`src/rtl/out_buf_arbiter.sv`:
```
// out_buf_arbiter: round-robin owner of the shared UART output buffer; define OUT_BUF_ARB_TIMEOUT_EN for the busy-handshake timeout
module out_buf_arbiter #(
  parameter int N_REQ = 4,
  parameter int DATA_W = 256,
  parameter int BC_W = 4,
  parameter int TIMEOUT = 15
) (
  input  logic                    clk,
  input  logic                    rst,
  input  logic [N_REQ*DATA_W-1:0] req_out,
  input  logic [N_REQ*BC_W-1:0]   req_bytecount,
  input  logic [N_REQ-1:0]        req_rdy,
  output logic [N_REQ-1:0]        req_busy,
  output logic [N_REQ-1:0]        req_done,
  output logic [N_REQ-1:0]        grant,
  output logic [DATA_W-1:0]       out,
  output logic [BC_W-1:0]         out_bytecount,
  output logic                    out_rdy,
  input  logic                    out_buf_busy,
  output logic                    err
);
  localparam int IW = (N_REQ > 1) ? $clog2(N_REQ) : 1;
  typedef enum logic [1:0] {IDLE, LOAD, WAIT_BUSY, DRAIN} state_t;
  state_t state, state_n;
  logic [N_REQ-1:0] served, pending;
  logic [IW-1:0] ptr, widx, win;
  logic any, finish, tout;
  assign pending = req_rdy & ~served;
  assign req_busy = {N_REQ{state != IDLE || out_buf_busy}} | served;
`ifdef OUT_BUF_ARB_TIMEOUT_EN
  localparam int CW = $clog2(TIMEOUT + 1);
  localparam logic [CW-1:0] TLAST = CW'(TIMEOUT - 1);
  logic [CW-1:0] cnt;
  assign tout = state == WAIT_BUSY && !out_buf_busy && cnt == TLAST;
  // cycles spent waiting for the buffer to acknowledge the strobe
  always_ff @(posedge clk) cnt <= (rst || state != WAIT_BUSY) ? '0 : cnt + 1'b1;
`else
  logic unused_timeout;
  assign unused_timeout = TIMEOUT > 0;
  assign tout = 1'b0;
`endif
  // first pending requester at or after the pointer; descending scan lets the nearest one win
  always_comb begin
    win = ptr;
    any = 1'b0;
    for (int k = N_REQ - 1; k >= 0; k--)
      if (pending[(int'(ptr) + k) % N_REQ]) begin
        win = IW'((int'(ptr) + k) % N_REQ);
        any = 1'b1;
      end
  end
  // next state; finish marks the end of ownership (drained or timed out)
  always_comb begin
    state_n = state;
    finish = 1'b0;
    case (state)
      IDLE: state_n = (!out_buf_busy && any) ? LOAD : IDLE;
      LOAD: state_n = WAIT_BUSY;
      WAIT_BUSY: begin
        state_n = out_buf_busy ? DRAIN : tout ? IDLE : WAIT_BUSY;
        finish = !out_buf_busy && tout;
      end
      DRAIN: begin
        state_n = out_buf_busy ? DRAIN : IDLE;
        finish = !out_buf_busy;
      end
      default: state_n = IDLE;
    endcase
  end
  // state register
  always_ff @(posedge clk) state <= rst ? IDLE : state_n;
  // ownership, latched response, pulses, served flags and rotating pointer
  always_ff @(posedge clk)
    if (rst) begin
      ptr <= '0;
      widx <= '0;
      served <= '0;
      grant <= '0;
      out <= '0;
      out_bytecount <= '0;
      out_rdy <= 1'b0;
      req_done <= '0;
      err <= 1'b0;
    end else begin
      out_rdy <= state == LOAD;
      req_done <= (state == DRAIN && !out_buf_busy) ? grant : '0;
      err <= tout;
      served <= req_rdy & (served | (finish ? grant : '0));
      if (state == IDLE && state_n == LOAD) begin
        widx <= win;
        grant <= {{(N_REQ-1){1'b0}}, 1'b1} << win;
        out <= req_out[int'(win)*DATA_W +: DATA_W];
        out_bytecount <= req_bytecount[int'(win)*BC_W +: BC_W];
      end else if (finish) begin
        grant <= '0;
        ptr <= (widx == IW'(N_REQ - 1)) ? '0 : widx + 1'b1;
      end
    end
endmodule
```
`config.mk`:
```
export PLATFORM = sky130hd
export DESIGN_NAME = out_buf_arbiter
export DESIGN_NICKNAME = d
export VERILOG_FILES = /design/src/rtl/out_buf_arbiter.sv
export SDC_FILE = /design/constraint.sdc
export NUM_CORES = 1
export LEC_CHECK = 0
export CAP_MARGIN = 40
export CORE_AREA = 2 2 510 512
export DETAILED_ROUTE_END_ITERATION = 8
export DIE_AREA = 0 0 512 514
export SETUP_SLACK_MARGIN = 0.5
export SLEW_MARGIN = 20
export SYNTH_ARGS = -nofsm -noshare
export SYNTH_HDL_FRONTEND = slang
export SYNTH_SLANG_ARGS = --single-unit
```
`constraint.sdc`:
```
create_clock -name clk -period 2.7 [get_ports clk]
set_input_delay 0.27 -clock clk [delete_from_list [all_inputs] [get_ports clk]]
set_output_delay 0.27 -clock clk [all_outputs]
set_load 0.005 [all_outputs]
```
=== Word level (Yosys, flattened, before mapping) ===
Cells that the tools add are included.

* Flip-flop bits (word level): 279
* Bits of input ports: 1047
* Output and inout port bits: 274

* $add $sub $neg: 4
* Order comparisons: 4
* Equality and inequality tests: 5
* Shift-type cells: 3
* Mux-type cells: 28
* Bitwise logic cells: 10
* Reductions and logical operators: 13

{| class="wikitable"
|+ Operator list
! operator !! number
|-
| variable part select 1024 x 11 -> 256 bit || 1
|-
| variable part select 16 x 5 -> 4 bit || 1
|-
| two-way mux 1 bit || 14
|-
| less-than comparator 3 x 4 -> 1 bit, second input constant || 3
|-
| two-way mux 2 bit || 6
|-
| two-way mux 4 bit || 3
|-
| bitwise AND 4 bit || 2
|-
| binary-select mux 1 bit (select 2 bit) || 4
|-
| bitwise OR 4 bit || 2
|-
| one-hot mux 2 bit (4 select lines) || 1
|-
| OR reduction 2 bit || 4
|-
| equality test 2 bit, second input constant || 3
|-
| adder 2 x 1 -> 2 bit, second input constant || 2
|-
| adder 2 bit, second input constant || 2
|-
| equality test 2 x 1 -> 1 bit, second input constant || 2
|-
| NOT 4 bit || 1
|-
| nonzero test 2 bit || 2
|-
| left shift 1 x 2 -> 4 bit, first input constant || 1
|-
| bitwise AND 1 bit, first input constant || 3
|-
| logical AND 1 bit || 3
|-
| less-than comparator 2 x 3 -> 1 bit, second input constant || 1
|-
| logical NOT 2 bit || 1
|-
| NOT 1 bit || 2
|-
| AND reduction 2 bit || 1
|-
| 2 further kinds || 2
|}

=== Depth between registers and ports, before layout ===
* Depth in word-level cells: 17
* Depth in mapped cells: 9

=== Least setup slack after synthesis ===
Ideal clock, no wire load.

* Path kind: flip-flop to flip-flop
* Start: register served[2]
* End: register out[160]
* Setup time: 0.146 ns
* Arrival: 1.796 ns
* Data required time: 2.554 ns
* Setup slack: 0.758 ns
* Stages on the path, launching flop included: 8
* Path buffers: 2
* Period minus slack after synthesis: 1.942 ns
* Path through: dfxtp_1 or3b_1 a22oi_1 o211ai_2 buf_2 buf_4 a221oi_2 a211oi_2

* Longest elaborated chain between the ends: 14
* Elaborated cells on any way between the ends: 27
* Classes of those cells: eq/ne: 1; shift: 1; mux: 21; bitwise: 2; reduce/logical: 2

{| class="wikitable"
|+ RTL lines
! item !! line !! source
|-
| start: declaration || 25 || <nowiki>logic [N_REQ-1:0] served, pending;</nowiki>
|-
| start signal: assignment || 88 || <nowiki>served <= req_rdy & (served | (finish ? grant : '0));</nowiki>
|-
| NOT 4 bit * || 28 || <nowiki>assign pending = req_rdy & ~served;</nowiki>
|-
| bitwise AND 4 bit * || 28 ||
|-
| branches (longest 12 deep; another with variable part select 1024 x 11 -> 256 bit) || - ||
|-
| end signal: assignment || 92 || <nowiki>out <= req_out[int'(win)*DATA_W +: DATA_W];</nowiki>
|-
| end: declaration || 16 || <nowiki>output logic [DATA_W-1:0] out,</nowiki>
|}

Every way passes the cells marked *. The select of a mux whose other input is x is not followed.
A chain may end at the register's enable or synchronous reset.

=== Worst setup path in the final report ===
* Start: register ptr[0]
* End: register out[140]

* Longest elaborated chain between the ends: 13
* Elaborated cells on any way between the ends: 28
* Classes of those cells: add/sub: 3; eq/ne: 1; shift: 1; mux: 21; reduce/logical: 2

{| class="wikitable"
|+ RTL lines
! item !! line !! source
|-
| start: declaration || 26 || <nowiki>logic [IW-1:0] ptr, widx, win;</nowiki>
|-
| start signal: assignment || 96 || <nowiki>ptr <= (widx == IW'(N_REQ - 1)) ? '0 : widx + 1'b1;</nowiki>
|-
| branches (longest 13 deep; another with adder 2 bit) || - ||
|}

Parallel ways; which one is timed is not known. The select of a mux whose other input is x is not followed.

==> results by group <==
Flow run
  – Max_cap viols: 0

Synthesis
  – Top FF cell, synth: dfxtp_1
  – Post-synth EDFFs: 0
  – YS warnings: 0
  – Seq cells post-synth: 279
  – Post-synthesis average cell area: ~10 sq um
  – Sequential area share after synthesis: 0.345
  – Synth Instances: roughly 1,600
  – Syn_nets: between 2,000 and 3,000
  – Post-synthesis async set-or-reset flop share: 0
  – Mapped Area: between 15,000 and 20,000 sq um
  – Netlist cell types: 41

GRT
  – Gr ovfl total: 0
  – Number of global-route vias before repair: between 20,000 and 25,000
  – Initial antenna violation count: 339
  – Largest net degree at the start of global routing: 66
  – First-pass GRT wire length: 289,000 um
  – Gr usage total: 0.175

Routing
  – Vias: roughly 24,000
  – DR pass1 iterations: 6
  – Final wirelength: between 200,000 and 300,000 um
  – Initial DRC count: around 1,800
  – Vias per inst: roughly 3.6
  – DRC viols: 0
  – Final ANT Viol Nets: 0
  – Routed len/inst: roughly 39 um

Floorplanning
  – Core footprint: approximately 260,000 sq um
  – Die H: 514 um
  – Starting density of the core: 0.0628
  – Row cnt: around 190
  – I/O pin total: 1,321
  – Die width: between 500 and 600 um
  – Area of the die: between 200,000 and 300,000 sq um

Place
  – Setup slack after placement: -0.831 ns
  – Placed cell area: ~35,000 sq um
  – Routability congestion estimate: between 0.9 and 1
  – Dpl hpwl: 213,000 um
  – Port Buffers: approximately 1,300

Worst setup path
  – Crit-path max FO: 7
  – Critical path data arrival time: just under 3 ns
  – Crit path cell chain: buf_6 > nor3b_4 > buf_4 > o41ai_2 > o21bai_4 > buf_12 > buf_16 > buf_4 > a22oi_1 > a211oi_2
  – WS Path Type: flip-flop to flip-flop
  – Required @ worst endpoint: about 3.2 ns
  – Slowest cell on crit path: a22oi_1
  – Most used cell, CP: buf_4
  – Crit path capture type: flip-flop
  – Type of origin of the critical path: flip-flop
  – Max stage delay on crit path: around 0.45 ns

Status
  – Status: finished, final reports clean

Power
  – PwrDens: ~450 nW/um^2
  – Lkg Pwr: around 0.014 uW
  – Pwr Total: around 19,000 uW
  – Worst-case vdd ir drop: about 0.39 mV

Hold path
  – Worst Hold Class: input port to flip-flop

Timing
  – RSZ-0062 raised after global routing: true
  – Clock period minus worst slack: roughly 2.4 ns
  – Setup Viol. Count Final: 0
  – FMAX: approximately 410 MHz
  – Final worst path period share: 0.904
  – Clock Skew: ~0.028 ns
  – Slew HR: 0.471
  – Final worst slack: approximately 0.26 ns
  – Worst-margin pin slew: around 0.79 ns
  – Pins Over Slew Limit: 0
  – Final Hold Viols: 0

Layout
  – Share of cells above drive strength 1: 0.313
  – Final #Nets: around 4,200
  – Layout area overhead: 164%
  – Finished Cell Area: 42,700 sq um
  – # fillers: 28,577

Clock tree
  – Root buffer cell: clkbuf_16
  – Clk sinks: approximately 280
  – CTS tree: yes
  – Clk slew on worst S/H paths: approximately 0.060 ns
  – CTS H-Tree Depth: 2
  – Number of CTS-inserted buffers: 43
  – Clk buf depth: 3
  – Clk_lat worst skew: roughly 0.66 ns
==> metal layers <==
metal	vias to the layer above	track usage	wire, um
met5	-	0	1580
met4	244	0.0636	14100
met3	719	0.116	37300
met2	1803	0.263	108000
met1	11630	0.195	97200
li1	9852	-	-
==> where the power goes <==
part           switching [uW]  internal, uW  total, uW
clock                    2580          3570       6150
combinational            3910          4090       8000
sequential                362          4570       4930
==> layout by cell type (no fill, tap or decap), types with 3 or more instances in the layout <==
cell type        synthesis  final
a211oi_2               170    216
a221oi_1                90     22
clkbuf_1                91      7
dfxtp_1                279    269
buf_16                   0     27
and2_1                   5      4
a221oi_4                 0    164
buf_12                   0     65
buf_6                    1     47
a211oi_1                91     45
dfxtp_4                  0      4
dlymetal6s2s_1           0     16
a22oi_2                  0     72
a22oi_1                261    189
inv_6                    0      3
nand2b_1                 9      5
bufinv_16                0      4
a21oi_1                 14     14
nand2_1                 14     13
clkbuf_8                 0     10
nand2b_4                 0      4
bufbuf_16                0      3
nor3b_1                  5      5
a221oi_2               170     74
clkinv_2                 0      6
dfxtp_2                  0      6
clkbuf_16                0     92
buf_4                   13    155
clkdlybuf4s50_1          0   1300
nor2_1                 266    266
buf_8                    0     17
diode_2                  0     93
nand3_1                  7      7
==> Yosys cell counts (5+ instances only) <==
library cell / n / share of area
dfxtp_1: 279 / 0.34
nor2_1: 266 / 0.062
a22oi_1: 261 / 0.12
a211oi_2: 170 / 0.13
a221oi_2: 170 / 0.16
buf_2: 92 / 0.028
a211oi_1: 91 / 0.042
clkbuf_1: 91 / 0.021
a221oi_1: 90 / 0.049
a21oi_1: 14 / 0.0043
nand2_1: 14 / 0.0032
buf_1: 13 / 0.0030
buf_4: 13 / 0.0060
nand2b_1: 9 / 0.0035
nand3_1: 7 / 0.0022
and2_1: 5 / 0.0019
nor3b_1: 5 / 0.0023
==> timing repair <==
action,in CTS,in global routing
pin swaps,32,200
hold buffers,1,0
gates cloned,8,55
setup buffers,28,46
resized for setup,129,435
endpoints found under the hold margin,14,0
setup endpoints to repair,294,277
==> logic make-up after synthesis <==
kind of cell	Yosys count	synth area share
AO/OA/AOI/OAI	810	0.514
AND/OR/NAND/NOR	320	0.0811
flip-flops	279	0.345
buffers and inverters	210	0.0592
adder cells (fa/ha/maj)	1	0.000772
other	1	0.000231
==> metrics by stage <==
stage                     TNS (ns)   util  cells  hold WS (ns)
after floorplan                  0      -   1621         0.418
after global placement      -63.33  0.136   6357         0.450
after detailed placement    -66.23  0.136   6357         0.462
after CTS                        0  0.146   6470         0.197
after global routing             0  0.165   6593         0.245
final                            0  0.166   6664         0.307
==> worst max-delay path, delay by kind of cell, from the launching register on <==
kind,cells,cell delay [ns]
AOI/OAI and AO/OA,4,0.88
buffers and inverters,5,0.84
DFF,1,0.33
and+or+nand+nor,1,0.20
==> final timing paths <==
path,startpoint,to,slack (ns),depth (start not counted)
max,ptr[0],out[140],0.26,10
min,req_out[966],out[198],0.31,3
max reg2reg,ptr[0],out[140],0.26,10
min reg2reg,widx[1],widx[1],0.47,2
==> state kept, by name (all words and copies together) (netlist names) <==
| register | flops |
|---|---|
| out | 256 |
| ptr | 2 |
| out_rdy | 1 |
| out_bytecount | 4 |
| req_done | 4 |
| widx | 2 |
| grant | 4 |
| served | 4 |
| state | 2 |
==> final cells by class <==
cell class                      count  area [sq um]  share of cell area
Antenna cell                       93           233             0.00544
Clock buffer                       60          1240              0.0290
Clock inverter                     16           200             0.00468
Multi-Input combinational cell   1132         12700               0.296
Sequential cell                   279          5610               0.131
Tap cell                         3402          4260              0.0996
Timing Repair Buffer             1682         18600               0.434
No activity file was read; power rests on OpenSTA's default activity.
